### src/rtl/inst_fetcher_pkg.sv
// Shared fetch/decode definitions: RV32I opcodes, branch/jump immediate
// extraction and the fetch FSM state encoding.
package inst_fetcher_pkg;

  localparam logic [6:0] OPC_LUI    = 7'b0110111;
  localparam logic [6:0] OPC_AUIPC  = 7'b0010111;
  localparam logic [6:0] OPC_JAL    = 7'b1101111;
  localparam logic [6:0] OPC_JALR   = 7'b1100111;
  localparam logic [6:0] OPC_BRANCH = 7'b1100011;
  localparam logic [6:0] OPC_LOAD   = 7'b0000011;
  localparam logic [6:0] OPC_STORE  = 7'b0100011;
  localparam logic [6:0] OPC_OP_IMM = 7'b0010011;
  localparam logic [6:0] OPC_OP     = 7'b0110011;

  localparam logic [31:0] PC_STEP = 32'd4;

  typedef enum logic [1:0] {
    ST_FETCH,
    ST_WAIT_MEM,
    ST_STALL_JALR,
    ST_DISCARD
  } fetch_state_t;

  function automatic logic [6:0] opcode_of(input logic [31:0] inst);
    return inst[6:0];
  endfunction

  // B-type: imm[12|10:5] in [31:25], imm[4:1|11] in [11:7], sign-extended.
  function automatic logic [31:0] imm_b(input logic [31:0] inst);
    return {{20{inst[31]}}, inst[7], inst[30:25], inst[11:8], 1'b0};
  endfunction

  // J-type: imm[20|10:1|11|19:12] in [31:12], sign-extended.
  function automatic logic [31:0] imm_j(input logic [31:0] inst);
    return {{12{inst[31]}}, inst[19:12], inst[20], inst[30:21], 1'b0};
  endfunction

endpackage

### src/rtl/fetch_predecode.sv
// Combinational predecode: picks the predicted next PC for a fetched word
// (JAL/branches taken, JALR holds the PC until the ROB resolves it).
module fetch_predecode
  import inst_fetcher_pkg::*;
(
  input  logic [31:0] pc,
  input  logic [31:0] inst,
  output logic [31:0] next_pc,
  output logic        is_jalr
);

  always_comb begin
    next_pc = pc + PC_STEP;
    is_jalr = 1'b0;
    case (opcode_of(inst))
      OPC_JAL:    next_pc = pc + imm_j(inst);
      OPC_BRANCH: next_pc = pc + imm_b(inst);
      OPC_JALR: begin
        next_pc = pc;
        is_jalr = 1'b1;
      end
      default:    next_pc = pc + PC_STEP;
    endcase
  end

endmodule

### src/rtl/inst_fetcher.sv
// Instruction fetch stage: one outstanding memory request, predecoded next-PC,
// JALR stall and ROB redirect handling. Define IFETCH_PERF_EN for perf counters.
module inst_fetcher
  import inst_fetcher_pkg::*;
#(
  parameter logic [31:0] RESET_PC = 32'h0000_0000
) (
  input  logic        clk_in,
  input  logic        rst_in,
  input  logic        rdy_in,
  input  logic        _clear,
  input  logic [31:0] _clear_pc,
  input  logic        _jalr_done,
  input  logic [31:0] _jalr_target,
  input  logic        _issue_need_inst,
  output logic [31:0] _inst_out,
  output logic        _inst_ready_out,
  output logic [31:0] _inst_addr_out,
  output logic [31:0] _jalr_rd_out,
  output logic        _mem_req,
  output logic [31:0] _mem_addr,
  input  logic        _mem_valid,
  input  logic [31:0] _mem_data
`ifdef IFETCH_PERF_EN
  ,
  output logic [31:0] _perf_fetched,
  output logic [31:0] _perf_stall_cycles,
  output logic [31:0] _perf_flushes
`endif
);

  fetch_state_t state_reg;
  logic [31:0]  pc_reg;
  logic [31:0]  inst_reg;
  logic         inst_ready_reg;
  logic [31:0]  inst_addr_reg;
  logic [31:0]  jalr_rd_reg;
  logic         mem_req_reg;
  logic [31:0]  mem_addr_reg;

  logic [31:0]  pred_next_pc;
  logic         pred_is_jalr;

  fetch_predecode u_predecode (
    .pc      (pc_reg),
    .inst    (_mem_data),
    .next_pc (pred_next_pc),
    .is_jalr (pred_is_jalr)
  );

  always_ff @(posedge clk_in) begin
    if (rst_in) begin
      state_reg      <= ST_FETCH;
      pc_reg         <= RESET_PC;
      inst_reg       <= '0;
      inst_ready_reg <= 1'b0;
      inst_addr_reg  <= '0;
      jalr_rd_reg    <= '0;
      mem_req_reg    <= 1'b0;
      mem_addr_reg   <= RESET_PC;
    end else if (!rdy_in) begin
      inst_ready_reg <= 1'b0;
      mem_req_reg    <= 1'b0;
    end else begin
      inst_ready_reg <= 1'b0;
      mem_req_reg    <= 1'b0;
      if (_clear) begin
        pc_reg <= _clear_pc;
        case (state_reg)
          // The outstanding response must still be swallowed unless it arrives now.
          ST_WAIT_MEM: state_reg <= _mem_valid ? ST_FETCH : ST_DISCARD;
          ST_DISCARD:  state_reg <= _mem_valid ? ST_FETCH : ST_DISCARD;
          default:     state_reg <= ST_FETCH;
        endcase
      end else begin
        case (state_reg)
          ST_FETCH: begin
            if (_issue_need_inst) begin
              mem_req_reg  <= 1'b1;
              mem_addr_reg <= pc_reg;
              state_reg    <= ST_WAIT_MEM;
            end
          end
          ST_WAIT_MEM: begin
            if (_mem_valid) begin
              inst_ready_reg <= 1'b1;
              inst_reg       <= _mem_data;
              inst_addr_reg  <= pc_reg;
              jalr_rd_reg    <= pc_reg + PC_STEP;
              pc_reg         <= pred_next_pc;
              state_reg      <= pred_is_jalr ? ST_STALL_JALR : ST_FETCH;
            end
          end
          ST_STALL_JALR: begin
            if (_jalr_done) begin
              pc_reg    <= _jalr_target & ~32'h1;
              state_reg <= ST_FETCH;
            end
          end
          ST_DISCARD: begin
            if (_mem_valid) begin
              state_reg <= ST_FETCH;
            end
          end
          default: state_reg <= ST_FETCH;
        endcase
      end
    end
  end

  assign _inst_out       = inst_reg;
  assign _inst_ready_out = inst_ready_reg;
  assign _inst_addr_out  = inst_addr_reg;
  assign _jalr_rd_out    = jalr_rd_reg;
  assign _mem_req        = mem_req_reg;
  assign _mem_addr       = mem_addr_reg;

`ifdef IFETCH_PERF_EN
  logic [31:0] perf_fetched_reg;
  logic [31:0] perf_stall_reg;
  logic [31:0] perf_flushes_reg;

  // Fetch count follows the strobe being launched, so it matches _inst_ready_out pulses.
  always_ff @(posedge clk_in) begin
    if (rst_in) begin
      perf_fetched_reg <= '0;
      perf_stall_reg   <= '0;
      perf_flushes_reg <= '0;
    end else if (rdy_in) begin
      if (!_clear && state_reg == ST_WAIT_MEM && _mem_valid) begin
        perf_fetched_reg <= perf_fetched_reg + 32'd1;
      end
      if (state_reg == ST_STALL_JALR || (state_reg == ST_FETCH && !_issue_need_inst)) begin
        perf_stall_reg <= perf_stall_reg + 32'd1;
      end
      if (_clear) begin
        perf_flushes_reg <= perf_flushes_reg + 32'd1;
      end
    end
  end

  assign _perf_fetched      = perf_fetched_reg;
  assign _perf_stall_cycles = perf_stall_reg;
  assign _perf_flushes      = perf_flushes_reg;
`endif

endmodule

### config.mk
export PLATFORM = sky130hd
export DESIGN_NAME = inst_fetcher
export DESIGN_NICKNAME = d
export VERILOG_FILES = /design/src/rtl/inst_fetcher_pkg.sv /design/src/rtl/fetch_predecode.sv /design/src/rtl/inst_fetcher.sv
export SDC_FILE = /design/constraint.sdc
export NUM_CORES = 1
export LEC_CHECK = 0
export ABC_AREA = 1
export BUFFER_PORTS_ARGS = -buffer_cell sky130_fd_sc_hd__clkbuf_2
export CORE_MARGIN = 1.5
export CORE_UTILIZATION = 35
export CTS_BUF_LIST = sky130_fd_sc_hd__clkbuf_8
export DETAILED_ROUTE_END_ITERATION = 16
export PLACE_DENSITY = 0.64
export SLEW_MARGIN = 20
export SYNTH_ARGS = -nofsm -noshare
export SYNTH_HDL_FRONTEND = slang
export SYNTH_HIERARCHICAL = 1
export SYNTH_SLANG_ARGS = --single-unit
### constraint.sdc
create_clock -name clk_in -period 3.9 [get_ports clk_in]
set_input_delay 0.78 -clock clk_in [delete_from_list [all_inputs] [get_ports clk_in]]
set_output_delay 0.78 -clock clk_in [all_outputs]
set_load 0.02 [all_outputs]
==> results.py <==
metrics = {
    "placement": {
        "port_buffers": 231,
        "place_area_um2": 12300,
        "post-dp-hpwl_um": 30500,
        "gp_congestion": 0.953,
    },
    "grt": {
        "use_met1_pct": 33.8,
        "grt_max_degree": 93,
        "grtUsageMet3_pct": 3.46,
        "grt_pass1_vias": 11086,
        "grt_antenna_before_repair": 0,
        "gr-usage-met2_pct": 38.8,
        "grt_pass1_wl_um": 59900,
        "grt_overflow_total": 0,
        "track_usage_pct": 24.2,
        "grt_busiest_layer": "met2",
    },
    "clock_network": {
        "cts-buffers-inserted": 17,
        "cts_resized": 0,
        "cts.hold.buffers_added": 0,
        "clkSinkCount": 162,
        "clk_pin_slew_worst_paths_ps": 120,
        "clock_latency_ps": 480,
        "postCtsSetupRepairBufs": 0,
        "cts_buffer_depth": 2,
        "cts_root_buffer": "clkbuf_8",
        "tritoncts": "yes",
        "htreeDepth": 4,
    },
    "floorplanning": {
        "initial_core_util_pct": 35.5,
        "die_h_um": 179,
        "die_w_um": 179,
        "rows": 64,
        "core_um2": 30600,
        "ios": 233,
        "die_area_um2": 32100,
    },
    "run_status": {
        "status": "complete, no violations",
    },
    "synth": {
        "synthDominantCellAreaShare_pct": 29.8,
        "synth_area_leader_cell": "dfxtp_1",
        "ys_seq_elements": 162,
        "synth_area_um2": 10900,
        "avgSynthCellArea_um2": 5.92,
        "synth-edff-count": 0,
        "netlist_instances": 1836,
        "synthArstFlopShare_pct": 0,
        "synth_flop_cell": "dfxtp_1",
        "syn_nets": 1974,
        "ys_warn_count": 6,
        "synth_area_leaders": "dfxtp_1, nand2_1, nor2_1",
        "synth_most_common_cell": "nand2_1",
        "yosysSeqAreaShare_pct": 29.8,
        "synth_cell_types": 41,
        "synth_commonest_cells": "nand2_1, nor2_1, inv_1",
    },
    "sta": {
        "fin_crit_sh_pct": 84.0,
        "setup_viol": 0,
        "slew_headroom_pct": 35.9,
        "worstMarginPinSlew_ps": 962,
        "final-max-slew-violation-count": 0,
        "rsz0062_at_grt": "no",
        "fin_crit_ps": 3280,
        "timing.fmax_ghz": 0.305,
        "tns_ps": 0,
        "final.setup_skew_ps": 33.5,
        "finalHoldViolCount": 0,
    },
    "layout": {
        "n_antenna_cell": 0,
        "nNetsFinal": 2169,
        "final_area_um2": 12800,
        "drive_above_1_share_pct": 16.1,
        "area_growth_pct": 17.6,
    },
    "hold_path": {
        "hold_class": "register to register",
    },
    "power": {
        "vdd_drop_max_v": 0.000197,
        "switching_share_pct": 36.3,
        "powerDensity_nw_per_um2": 326,
        "power.switching_uw": 1510,
        "pwr-share-clk_pct": 33.6,
        "p_leak_uw": 0.00650,
        "combPwrFrac_pct": 22.5,
        "p_int_uw": 2650,
        "p_seq_share_pct": 43.9,
    },
    "drt": {
        "dr.pass1.iters": 7,
        "post_drt_via_cell_ratio": 5.05,
        "wl_um": 39400,
        "drtIter0Drc": 1032,
        "ant_nets": 0,
        "wl_per_cell_um": 16.2,
        "vias": 12320,
        "remaining_drc_errors": 0,
    },
    "setup_path": {
        "worstSetupStartpointType": "primary input",
        "path_class": "primary input to register",
        "end_kind": "register",
        "cp_max_fo": 8,
        "crit_required_ps": 4320,
        "arrival_ps": 3690,
    },
    "flow_run": {
        "cap_viol_max_count": 0,
    },
}
-- power by group through the flow --
| stage | Combinational [uW] | Clock (uW) | Sequential, uW |
|---|---|---|---|
| 4_1_cts | 933 | 1410 | 1830 |
| 2_1_floorplan | 596 | 0 | 1860 |
| 3_3_place_gp | 921 | 0 | 1860 |
| 5_1_grt | 1060 | 1480 | 1830 |
| 3_5_place_dp | 928 | 0 | 1860 |
| 6_report | 937 | 1400 | 1830 |
-- cell type report --
class                   count  area [um^2]
well taps                 396          495
clock buffers              18          248
clock inverters            14          185
multi-input cells        1381         6450
repair buffers            252         1340
flip-flops and latches    162         3240
fillers                  3400        17800
inverters                 217          816
-- stage by stage --
stage	hold slack, ps	power (uW)	std cells	util [%]	worst slack (ps)
after global routing	496	4370	2440	41.8	304
final	474	4160	2440	41.8	623
after detailed placement	459	2790	2408	40.4	202
after CTS	477	4170	2440	41.8	684
after global placement	458	2790	2408	40.4	223
after floorplan	464	2460	1836	-	694
-- metal layers --
| metal | vias up | share of wire (%) |
|---|---|---|
| met5 | - | 0 |
| met4 | 0 | 2.0 |
| met3 | 41 | 6.8 |
| met2 | 438 | 44 |
| met1 | 5639 | 47 |
| li1 | 6202 | - |
-- critical path: stages --
cell,delay (ps)
clkbuf_2,90
nand2_1,90
nor2_1,90
nand3_1,80
nor2_2,140
inv_1,70
or2_1,280
o21ai_0,120
inv_1,90
ha_1,380
nand2_1,90
nor2_1,280
nand3_1,120
nand3_1,180
nand2_1,100
nand3_1,90
nand3_1,120
nand2_1,130
nand2_1,70
nand2_1,90
nand2_1,50
a21oi_1,140
-- cell families (layout without fill, tap and decap cells) --
kind of cell	Yosys count	count (layout)	share of synthesized area, %
simple gates	1039	1039	40.0
buf+inv	293	501	10.8
compound gates	285	285	13.5
flops	162	162	29.8
fa+ha+maj	35	35	4.10
xor+xnor	21	21	1.69
mux	1	1	0.0921
-- cell usage in the layout (no fill, tap or decap), drive strengths merged, types with 2 or more instances in the layout --
| cell type | instances |
|---|---|
| or2 | 9 |
| xor2 | 17 |
| nand3b | 10 |
| o221ai | 2 |
| o211ai | 2 |
| a211oi | 3 |
| and2 | 2 |
| clkinv | 5 |
| o21ai | 117 |
| inv | 224 |
| bufinv | 2 |
| nor2 | 234 |
| nand4 | 20 |
| nor3 | 29 |
| a21oi | 154 |
| o21bai | 5 |
| clkbuf | 249 |
| buf | 21 |
| dfxtp | 162 |
| nand2 | 612 |
| nand3 | 121 |
| ha | 34 |
| xnor2 | 4 |
-- path summary, 6_finish.rpt --
path	from	endpoint	slack [ps]	depth (start not counted)
max	_mem_data[6]	pc_reg[29]$_SDFFE_PP0P_	620	22
min reg2reg	_inst_addr_out[30]$_SDFFE_PP0P_	_inst_addr_out[30]$_SDFFE_PP0P_	470	2
max reg2reg	pc_reg[2]$_SDFFE_PP0P_	pc_reg[29]$_SDFFE_PP0P_	1250	15
min	_inst_addr_out[30]$_SDFFE_PP0P_	_inst_addr_out[30]$_SDFFE_PP0P_	470	2
Power figures use the tool's default switching activity.
